File: src/rtl/fetch_stage.sv
// Fetch stage: PC generation, credit-limited instruction memory requests, response buffer FIFO
// and registered {fetch_pc, fetch_inst} to decode. Optional FETCH_PERF_CTR_EN adds perf counters.
module fetch_stage #(
  parameter logic [31:0] RESET_PC   = 32'h0000_0000,
  parameter int          FIFO_DEPTH = 4
) (
  input  logic        i_clk,
  input  logic        i_reset_n,
  output logic        imem_req_valid,
  input  logic        imem_req_ready,
  output logic [31:0] imem_req_addr,
  input  logic        imem_resp_valid,
  input  logic [31:0] imem_resp_data,
  input  logic        decode_stall,
  input  logic        decode_flush,
  input  logic [31:0] redirect_pc,
  output logic [31:0] fetch_pc,
  output logic [31:0] fetch_inst
`ifdef FETCH_PERF_CTR_EN
  ,
  output logic [31:0] perf_fetch_cnt,
  output logic [31:0] perf_bubble_cnt
`endif
);

  localparam int PTR_W = $clog2(FIFO_DEPTH);
  localparam int CNT_W = PTR_W + 1;

  typedef enum logic [1:0] {
    S_BOOT,
    S_RUN,
    S_DRAIN
  } state_t;

  typedef struct packed {
    logic [31:0] pc;
    logic [31:0] inst;
  } entry_t;

  state_t           state;
  state_t           state_next;
  logic [31:0]      pc;
  logic [31:0]      resp_pc;
  logic [31:0]      redirect_aligned;
  logic [CNT_W-1:0] outstanding;
  logic [CNT_W-1:0] drop_cnt;
  logic [CNT_W-1:0] stale;
  logic [CNT_W-1:0] fifo_count;
  logic [PTR_W-1:0] wr_ptr;
  logic [PTR_W-1:0] rd_ptr;
  entry_t           fifo_mem [FIFO_DEPTH];
  entry_t           fifo_head;
  logic             credit_ok;
  logic             req_fire;
  logic             push;
  logic             pop;
  logic             fifo_empty;

  assign redirect_aligned = redirect_pc & 32'hFFFF_FFFC;
  assign fifo_empty       = (fifo_count == '0);
  assign fifo_head        = fifo_mem[rd_ptr];

  // Every issued fetch owns a FIFO slot until it is popped, so the FIFO can never overflow.
  assign credit_ok = ({1'b0, outstanding} + {1'b0, fifo_count}) < (CNT_W + 1)'(FIFO_DEPTH);

  assign imem_req_valid = (state == S_RUN) && !decode_flush && credit_ok;
  assign imem_req_addr  = pc;
  assign req_fire       = imem_req_valid && imem_req_ready;

  // Responses for fetches issued before a flush are counted down and discarded.
  assign push  = imem_resp_valid && !decode_flush && (drop_cnt == '0);
  assign pop   = !decode_flush && !decode_stall && !fifo_empty;
  assign stale = outstanding + CNT_W'(req_fire) - CNT_W'(imem_resp_valid);

  // NOTE: combinational blocks assign every output a default first so no latch is inferred.
  always_comb begin
    state_next = state;
    case (state)
      S_BOOT:  state_next = S_RUN;
      S_RUN:   state_next = S_RUN;
      S_DRAIN: begin
        if ((drop_cnt == '0) || (imem_resp_valid && (drop_cnt == CNT_W'(1)))) begin
          state_next = S_RUN;
        end
      end
      default: state_next = S_BOOT;
    endcase
    if (decode_flush) begin
      state_next = (stale != '0) ? S_DRAIN : S_RUN;
    end
  end

  // NOTE: sequential state is updated with non-blocking assignments so all registers see pre-edge values.
  always_ff @(posedge i_clk or negedge i_reset_n) begin
    if (!i_reset_n) begin
      state       <= S_BOOT;
      pc          <= RESET_PC;
      resp_pc     <= RESET_PC;
      outstanding <= '0;
      drop_cnt    <= '0;
    end else begin
      state       <= state_next;
      outstanding <= stale;
      if (decode_flush) begin
        pc       <= redirect_aligned;
        resp_pc  <= redirect_aligned;
        drop_cnt <= stale;
      end else begin
        if (req_fire) begin
          pc <= pc + 32'd4;
        end
        if (imem_resp_valid && (drop_cnt != '0)) begin
          drop_cnt <= drop_cnt - CNT_W'(1);
        end
        if (push) begin
          resp_pc <= resp_pc + 32'd4;
        end
      end
    end
  end

  always_ff @(posedge i_clk or negedge i_reset_n) begin
    if (!i_reset_n) begin
      wr_ptr     <= '0;
      rd_ptr     <= '0;
      fifo_count <= '0;
    end else if (decode_flush) begin
      wr_ptr     <= '0;
      rd_ptr     <= '0;
      fifo_count <= '0;
    end else begin
      if (push) begin
        wr_ptr <= wr_ptr + PTR_W'(1);
      end
      if (pop) begin
        rd_ptr <= rd_ptr + PTR_W'(1);
      end
      case ({push, pop})
        2'b10:   fifo_count <= fifo_count + CNT_W'(1);
        2'b01:   fifo_count <= fifo_count - CNT_W'(1);
        default: fifo_count <= fifo_count;
      endcase
    end
  end

  // NOTE: buffer storage has no reset; fifo_count alone decides which entries are meaningful.
  always_ff @(posedge i_clk) begin
    if (push) begin
      fifo_mem[wr_ptr] <= '{pc: resp_pc, inst: imem_resp_data};
    end
  end

  always_ff @(posedge i_clk or negedge i_reset_n) begin
    if (!i_reset_n) begin
      fetch_pc   <= '0;
      fetch_inst <= '0;
    end else if (decode_flush) begin
      fetch_pc   <= '0;
      fetch_inst <= '0;
    end else if (!decode_stall) begin
      if (!fifo_empty) begin
        fetch_pc   <= fifo_head.pc;
        fetch_inst <= fifo_head.inst;
      end else begin
        fetch_pc   <= '0;
        fetch_inst <= '0;
      end
    end
  end

`ifdef FETCH_PERF_CTR_EN
  always_ff @(posedge i_clk or negedge i_reset_n) begin
    if (!i_reset_n) begin
      perf_fetch_cnt  <= '0;
      perf_bubble_cnt <= '0;
    end else begin
      if (push) begin
        perf_fetch_cnt <= perf_fetch_cnt + 32'd1;
      end
      if (!decode_flush && !decode_stall && fifo_empty) begin
        perf_bubble_cnt <= perf_bubble_cnt + 32'd1;
      end
    end
  end
`endif

  a_no_overflow: assert property (@(posedge i_clk) disable iff (!i_reset_n)
    (push && !pop) |-> (fifo_count < CNT_W'(FIFO_DEPTH)));
  a_no_orphan_resp: assert property (@(posedge i_clk) disable iff (!i_reset_n)
    imem_resp_valid |-> (outstanding != '0));

endmodule
File: config.mk
export PLATFORM = sky130hd
export DESIGN_NAME = fetch_stage
export DESIGN_NICKNAME = d
export VERILOG_FILES = /design/src/rtl/fetch_stage.sv
export SDC_FILE = /design/constraint.sdc
export NUM_CORES = 1
export LEC_CHECK = 0
export ABC_CLOCK_PERIOD_IN_PS = 6630
export CAP_MARGIN = 40
export CORE_MARGIN = 3
export CORE_UTILIZATION = 61
export DETAILED_ROUTE_END_ITERATION = 16
export PLACE_DENSITY = 0.95
export SLEW_MARGIN = 0
export SYNTH_ARGS = -nofsm -noshare
export SYNTH_HDL_FRONTEND = slang
export SYNTH_SLANG_ARGS = --single-unit
File: constraint.sdc
create_clock -name i_clk -period 6.63 [get_ports i_clk]
set_clock_uncertainty 0.2 [all_clocks]
set_input_delay 1.326 -clock i_clk [delete_from_list [all_inputs] [get_ports i_clk]]
set_output_delay 1.326 -clock i_clk [all_outputs]
set_load 0.005 [all_outputs]
Word level (Yosys, flattened, before mapping)
Memory sizes are Yosys's and may differ from the RTL's.
Index checks and enable logic that the tools add are counted.
Storage, ports and cells
  bits in registers: 143
  memories kept: 1
  output and inout port bits: 97
  bits in writable memories: 256
  input port bits: 70
Memories
  fifo_mem: words 4, width 64, rd ports 1, clocked after Yosys merged registers in 0, write ports 1, line 51  | entry_t fifo_mem [FIFO_DEPTH];
Cells by class
  reduce and logical (&&, ||, !) cells: 24
  order comparisons: 1
  eq/ne operators: 7
  $add $sub $neg: 10
  mux-type cells: 24
Operators with widths (number)
  32-bit 2-to-1 mux: 10
  32-bit by 3-bit adder with 32-bit output, second input constant: 2
  2-bit 2-to-1 mux: 7
  1-bit logical AND: 9
  3-bit 2-to-1 mux: 3
  3-bit nonzero test: 3
  2-bit nonzero test: 4
  3-bit zero test: 2
  3-bit one-hot mux with 2 select lines: 1
  3-bit by 1-bit subtractor with 3-bit output, second input constant: 2
  2-bit by 1-bit adder with 2-bit output, second input constant: 2
  3-bit by 3-bit adder with 4-bit output: 1
  2-bit by 1-bit == test with 1-bit output, second input constant: 2
  2-bit == test, second input constant: 2
  4-bit by 3-bit < comparator with 1-bit output, second input constant: 1
  2-bit one-hot mux with 2 select lines: 1
  3-bit by 1-bit adder with 3-bit output: 1
  3-bit by 1-bit adder with 3-bit output, second input constant: 1
  3-bit by 1-bit == test with 1-bit output, second input constant: 1
  1-bit zero test: 3
  3-bit != test, second input constant: 1
  3-bit by 1-bit subtractor with 3-bit output: 1
  2-bit zero test: 1
  1-bit 2-to-1 mux: 2
  3 further kinds: 3

Logic depth before layout (Yosys ltp)
Gate-level depths: netlist of the first run.
  depth in word-level cells: 9
  mapped depth: 14
  gate-level depth less buffers: 13

Worst setup path after synthesis of the first run
Ideal clock, no wire load.
  kind: input-to-reg
  start point: input imem_resp_valid
  end point: memory fifo_mem[0][0] (netlist bit) (enable)
  path slack: 2452 ps
  buffers on the path: 1
  data required time: 6003 ps
  data arrival time: 3551 ps
  stages: 3
  path through: nor3b_2 -> clkbuf_1 -> and3_1
Between the ends
  longest elaborated chain between the ends: 4
Ends and longest elaborated chain
  start, declared: line 12  | input logic imem_resp_valid,
  1-bit logical AND (2 in a row): line 71  | assign push = imem_resp_valid && !decode_flush && (drop_cnt == '0);
  1-bit 2-to-1 mux: line 148  | if (push) begin
  1-bit 2-to-1 mux (implied by the code): line 149  | fifo_mem[wr_ptr] <= '{pc: resp_pc, inst: imem_resp_data};
  end, declared: line 51
No other way between the ends.

Final worst setup path of the first run
  start point: input decode_flush
  end point: output imem_req_valid
Between the ends
  longest elaborated chain between the ends: 3
Ends and longest elaborated chain
  start, declared: line 15  | input logic decode_flush,
  1-bit zero test: line 66  | assign imem_req_valid = (state == S_RUN) && !decode_flush && credit_ok;
  1-bit logical AND (2 in a row): line 66
  end, declared: line 9  | output logic imem_req_valid,
No other way between the ends.

==> flow_summary.yaml, run 1 <==
run_status:
  status: "complete, no violations"
placed_design:
  pre_cts_slack_ns: 2.20
  dp_cells: 1370
  hpwl_mm: 20.9
  io_buffers: 162
  place_congestion: 0.887
critical_path:
  cp.required_ns: 5.10
  arrival_ns: 2.56
  worstSetupEndpointType: "output pin"
  critPathLaunchType: "input port"
  crit_type: "in -> out"
  crit_fanout: 3
detailed_routing:
  first_pass_iters: 5
  viasPerCell: 6.39
  wl_mm: 35.4
  routedWlPerCell_um: 24.6
  vias: 9207
  ant_nets: 0
  drt_iter0_markers: 1130
  drcViolationCount: 0
clocking:
  clock_latency_ns: 0.51
  cts-htree-levels: 2
  ctsHoldBuffers: 0
  cts_setup_buffers: 0
  ctsResizeCount: 0
  cts_tree: "built"
  cts-root-buf: "clkbuf_16"
  clk_pin_slew_worst_paths_ns: 0.06
  cts_buffer_depth: 3
  clock-sinks: 386
  cts_inserted_buffers: 38
synth:
  synth_area_leaders: "edfxtp_1, dfrtp_1, mux4_2, a22o_1, mux2_2"
  synthDistinctLibCells: 54
  synth.largest_area_cell: "edfxtp_1"
  yosysTopAreaCellShare_pct: 48.3
  synth_area_mm2: 0.0154
  synth_most_common_cell: "edfxtp_1"
  synth_commonest_cells: "edfxtp_1, dfrtp_1, a22o_1, mux4_2, nand2_1"
  yosys_warnings: 0
  synthCells: 912
  postSynth.asyncResetShare_pct: 35.8
  synth_seq_cells: 386
  synth-edff-count: 248
  ys_seq_area_share_pct: 70.7
  synth.avg_cell_area_um2: 16.9
  ys.flop_type: "edfxtp_1"
final_layout:
  nets: 1171
  area_delta_synth_final_pct: 21.6
  nFillCells: 1312
  final_cells: 1440
  drive_gt1_share_pct: 16.4
job:
  max_cap_viol_count: 0
sta:
  finalMaxSlewViolations: 0
  setup_ws_ns: 2.55
  min_period_ns: 4.08
  rsz0062_at_grt: "no"
  worst_pin_slew_ns: 0.855
  final.period_utilization_pct: 61.6
  slew-limit-headroom_pct: 43.0
  fin_tns_setup_ns: 0
  whs_ns: 0.288
  setup_viol: 0
  fmax_mhz: 245
  finalHoldViolCount: 0
min_path:
  hold_path_class: "reg -> reg"
floorplanning:
  initial_core_util_pct: 62.7
  die_area_mm2: 0.0272
  ioPinCount: 167
  die_x_um: 165
  fp-row-count: 57
  die_h_um: 165
  core_region_area_mm2: 0.0246
global_routing:
  overflow: 0
  grt_max_degree: 85
  grt_usage_pct: 26.9
  grt_antenna_before_repair: 1
  grt_pass1_vias: 9568
  grt_pass1_wl_mm: 55.0
pwr:
  power_density_mw_per_mm2: 326
  ir_drop_uv: 242
  p_leak_uw: 0.00671
==> critical path: stages <==
cell and delay, ns:
clkdlybuf4s50_1 0.43, nor2b_2 0.14, and3_1 0.16, clkdlybuf4s50_1 0.50
==> sequential cells by signal (all words and copies together), names as in the netlist <==
register / count
fifo_mem: 248
fetch_inst: 32
fetch_pc: 31
imem_req_addr: 30
resp_pc: 30
drop_cnt: 3
fifo_count: 3
outstanding: 3
rd_ptr: 2
state: 2
wr_ptr: 2
==> per-stage QoR <==
step                util (%)  power, µW  cell area, µm²
floorplan                  -       3580           15400
global placement        70.6       3960           17400
detailed placement      71.2       4020           17500
CTS                     76.2       6150           18700
global route            76.2       6340           18700
finish                  76.2       6110           18700
==> power breakdown <==
part / internal (µW) / total [µW] / switching [µW]
Clock: 1240 / 2130 / 888
Combinational: 572 / 1010 / 434
Sequential: 2760 / 2980 / 221
Total: 4570 / 6110 / 1540
==> cell families after synthesis <==
logic type	Yosys count	synth area share (%)
DFF	386	70.7
buffers and inverters	67	1.85
AOI/OAI and AO/OA	129	6.22
adders and majority gates	15	1.31
other	1	0.0243
and+or+nand+nor	178	6.26
muxes	86	10.8
xor gates and xnor gates	50	2.84
==> area by class of cell <==
type	instances	area (µm²)	area share [%]
diodes	1	2.50	0.0133
well taps	324	405	2.16
multi-input cells	460	4250	22.7
inverters	16	60.1	0.320
flip-flops and latches	386	10900	58.2
repair buffers	184	1890	10.1
clock buffers	55	1100	5.87
clock inverters	14	130	0.694
==> path summary, 6_finish.rpt <==
path / cells past startpoint / start / slack [ns] / end
setup / recovery: 4 / decode_flush / 2.55 / imem_req_valid
hold / removal: 1 / state[1]$_DFFE_PN0P_ / 0.29 / state[0]$_DFFE_PN0P_
setup reg to reg: 14 / fifo_count[2]$_DFFE_PN0P_ / 3.02 / state[0]$_DFFE_PN0P_
hold reg to reg: 1 / state[1]$_DFFE_PN0P_ / 0.29 / state[0]$_DFFE_PN0P_
max in group asynchronous: 2 / i_reset_n / 4.25 / wr_ptr[0]$_DFFE_PN0N_
min in group asynchronous: 1 / i_reset_n / 0.68 / fetch_inst[25]$_DFFE_PN0P_
==> metal layers <==
metal / share of wire, % / vias to the layer above / track usage (%)
met5: 0.037 / - / 0
met4: 2.9 / 2 / 9.19
met3: 8.5 / 82 / 5.54
met2: 50 / 491 / 43.7
met1: 39 / 4717 / 36.8
li1: - / 3915 / -
==> cell usage in the layout (no fill, tap or decap), drive strengths merged, types with 3 or more instances in the layout <==
master and count:
clkinv 9, nand2 44, clkbuf 55, mux2 23
and3 17, xnor2 29, nor2 21, nor3 15
inv 16, nand3 25, a41oi 3, nor4 5
a21oi 9, clkdlybuf4s50 161, o21ai 27, dfrtp 138
and4 4, xor2 21, o211ai 8, a21boi 6
buf 23, a31oi 6, nand4 29, mux4 62
a22o 62, nand2b 4, clkinvlp 3, or4 3
edfxtp 248, ha 13
(Power assumes the default switching activity.)
==> run 2: changes to the inputs <==
ABC_CLOCK_PERIOD_IN_PS = 3550   (was 6630)
CORE_UTILIZATION = 51   (was 61)
PLACE_DENSITY = 0.88   (was 0.95)
clock period = 3.55 ns   (was 6.63 ns; I/O delays follow)
==> run 2 against run 1 <==
Against the previous run: the run now ends with negative hold slack left; setup slack got worse by 2.1 ns; die area increased by 19%; critical path depth unchanged; total power increased by 86%; worst hold slack got worse by 0.30 ns; combinational power increased by 90%; count of clock-buffer cells in the layout decreased by 4; largest cell class unchanged; largest power group unchanged.
==> flow_summary.yaml, run 2 (synthesized netlist as in run 1, its figures left out) <==
sta:
  finalHoldViolCount: 3
  slew-limit-headroom_pct: 44.2
  setup_viol: 0
  min_period_ns: 3.12
  fmax_mhz: 320
  final.period_utilization_pct: 87.9
  rsz0062_at_grt: "no"
  fin_tns_setup_ns: 0
  worst_pin_slew_ns: 0.837
  finalMaxSlewViolations: 0
  whs_ns: -0.0120
global_routing:
  grt_pass1_wl_mm: 52.1
  grt_pass1_vias: 9278
  grt_usage_pct: 20.1
  overflow: 0
  grt_antenna_before_repair: 0
  grt_max_degree: 72
clocking:
  cts-htree-levels: 2
  clock_latency_ns: 0.51
  cts_tree: "built"
  ctsHoldBuffers: 0
  cts_setup_buffers: 0
  clock-sinks: 386
  clk_pin_slew_worst_paths_ns: 0.06
  cts_inserted_buffers: 39
  cts_buffer_depth: 3
  ctsResizeCount: 0
  cts-root-buf: "clkbuf_16"
placed_design:
  dpl-instance-area_mm2: 0.0176
  dp_cells: 1435
  io_buffers: 162
  place_congestion: 0.874
  hpwl_mm: 19.7
final_layout:
  antenna_cells: 0
  mostFrequentLayoutCell: "edfxtp_1"
  drive_gt1_share_pct: 16.2
  nets: 1171
  reg_top3: "fifo_mem x248, fetch_inst x32, fetch_pc x31"
  top_register: "fifo_mem"
  area_delta_synth_final_pct: 22.0
  mostFrequentLayoutCells: "edfxtp_1, clkdlybuf4s50_1, dfrtp_1, mux4_2, a22o_1"
  final_cells: 1505
  final_area_mm2: 0.0188
  largest_register_ffs: 248
detailed_routing:
  first_pass_iters: 5
  routedWlPerCell_um: 21.7
  drt_iter0_markers: 885
  vias: 8879
  viasPerCell: 5.90
  wl_mm: 32.6
  ant_nets: 0
  drcViolationCount: 0
floorplanning:
  die_x_um: 180
  ioPinCount: 167
  initial_core_util_pct: 51.9
  core_region_area_mm2: 0.0297
  die_area_mm2: 0.0324
  fp-row-count: 63
  die_h_um: 180
pwr:
  power_density_mw_per_mm2: 604
  p_leak_uw: 0.00670
  ir_drop_uv: 338
  finalPower_uw: 11400
critical_path:
  crit_fanout: 2
  cp.required_ns: 2.64
  worstSetupEndpointType: "output pin"
  crit_type: "reg -> out"
  critPathLaunchType: "register"
  arrival_ns: 2.21
run_status:
  status: "finished with violations"
  violations: "negative hold slack"
min_path:
  hold_path_class: "in -> async"
job:
  max_cap_viol_count: 0
## run 2: worst max-delay path, cell delays in order, from the launching register on
cell	delay, ns
dfrtp_1	0.40
ha_1	0.31
nor4_2	0.30
and3_1	0.20
clkdlybuf4s50_1	0.50
## run 2: final timing paths
kind	endpoint	depth (start not counted)	slack (ns)	from
setup / recovery	imem_req_valid	4	0.43	outstanding[2]$_DFF_PN0_
hold / removal	fetch_inst[10]$_DFFE_PN0P_	1	-0.01	i_reset_n
setup reg to reg	state[0]$_DFFE_PN0P_	13	0.47	outstanding[2]$_DFF_PN0_
hold reg to reg	state[0]$_DFFE_PN0P_	1	0.28	state[1]$_DFFE_PN0P_
max in group asynchronous	imem_req_addr[10]$_DFFE_PN0N_	2	2.37	i_reset_n
min in group i_clk	state[0]$_DFFE_PN0P_	1	0.28	state[1]$_DFFE_PN0P_
## run 2: power by group
group          switching, µW  internal [µW]
Clock                   1640           2290
Combinational            832           1090
Sequential               350           5160
Total                   2820           8540
## run 2: metal layers
metal | part of all wire [%] | track usage (%) | up-vias
met4 | 1.8 | 5.07 | 0
met3 | 7.4 | 3.18 | 48
met1 | 42 | 28.6 | 4510
met2 | 49 | 33.1 | 400
li1 | - | - | 3921
met5 | 0 | 0 | -
## run 2: per-stage QoR
stage,utilization [%],setup slack (ns)
3_5_place_dp,59.2,0.191
2_1_floorplan,-,0.334
6_report,63.3,0.428
3_3_place_gp,59.2,0.227
4_1_cts,63.3,0.395
5_1_grt,63.3,0.246
## run 2: cell type report
class,instances,area [µm²]
Fill cell,2023,10900
Tap cell,390,488
Sequential cell,386,10900
Timing Repair Buffer,183,1880
Clock inverter,19,179
Inverter,16,60.1
Clock buffer,51,1040
Multi-Input combinational cell,460,4250
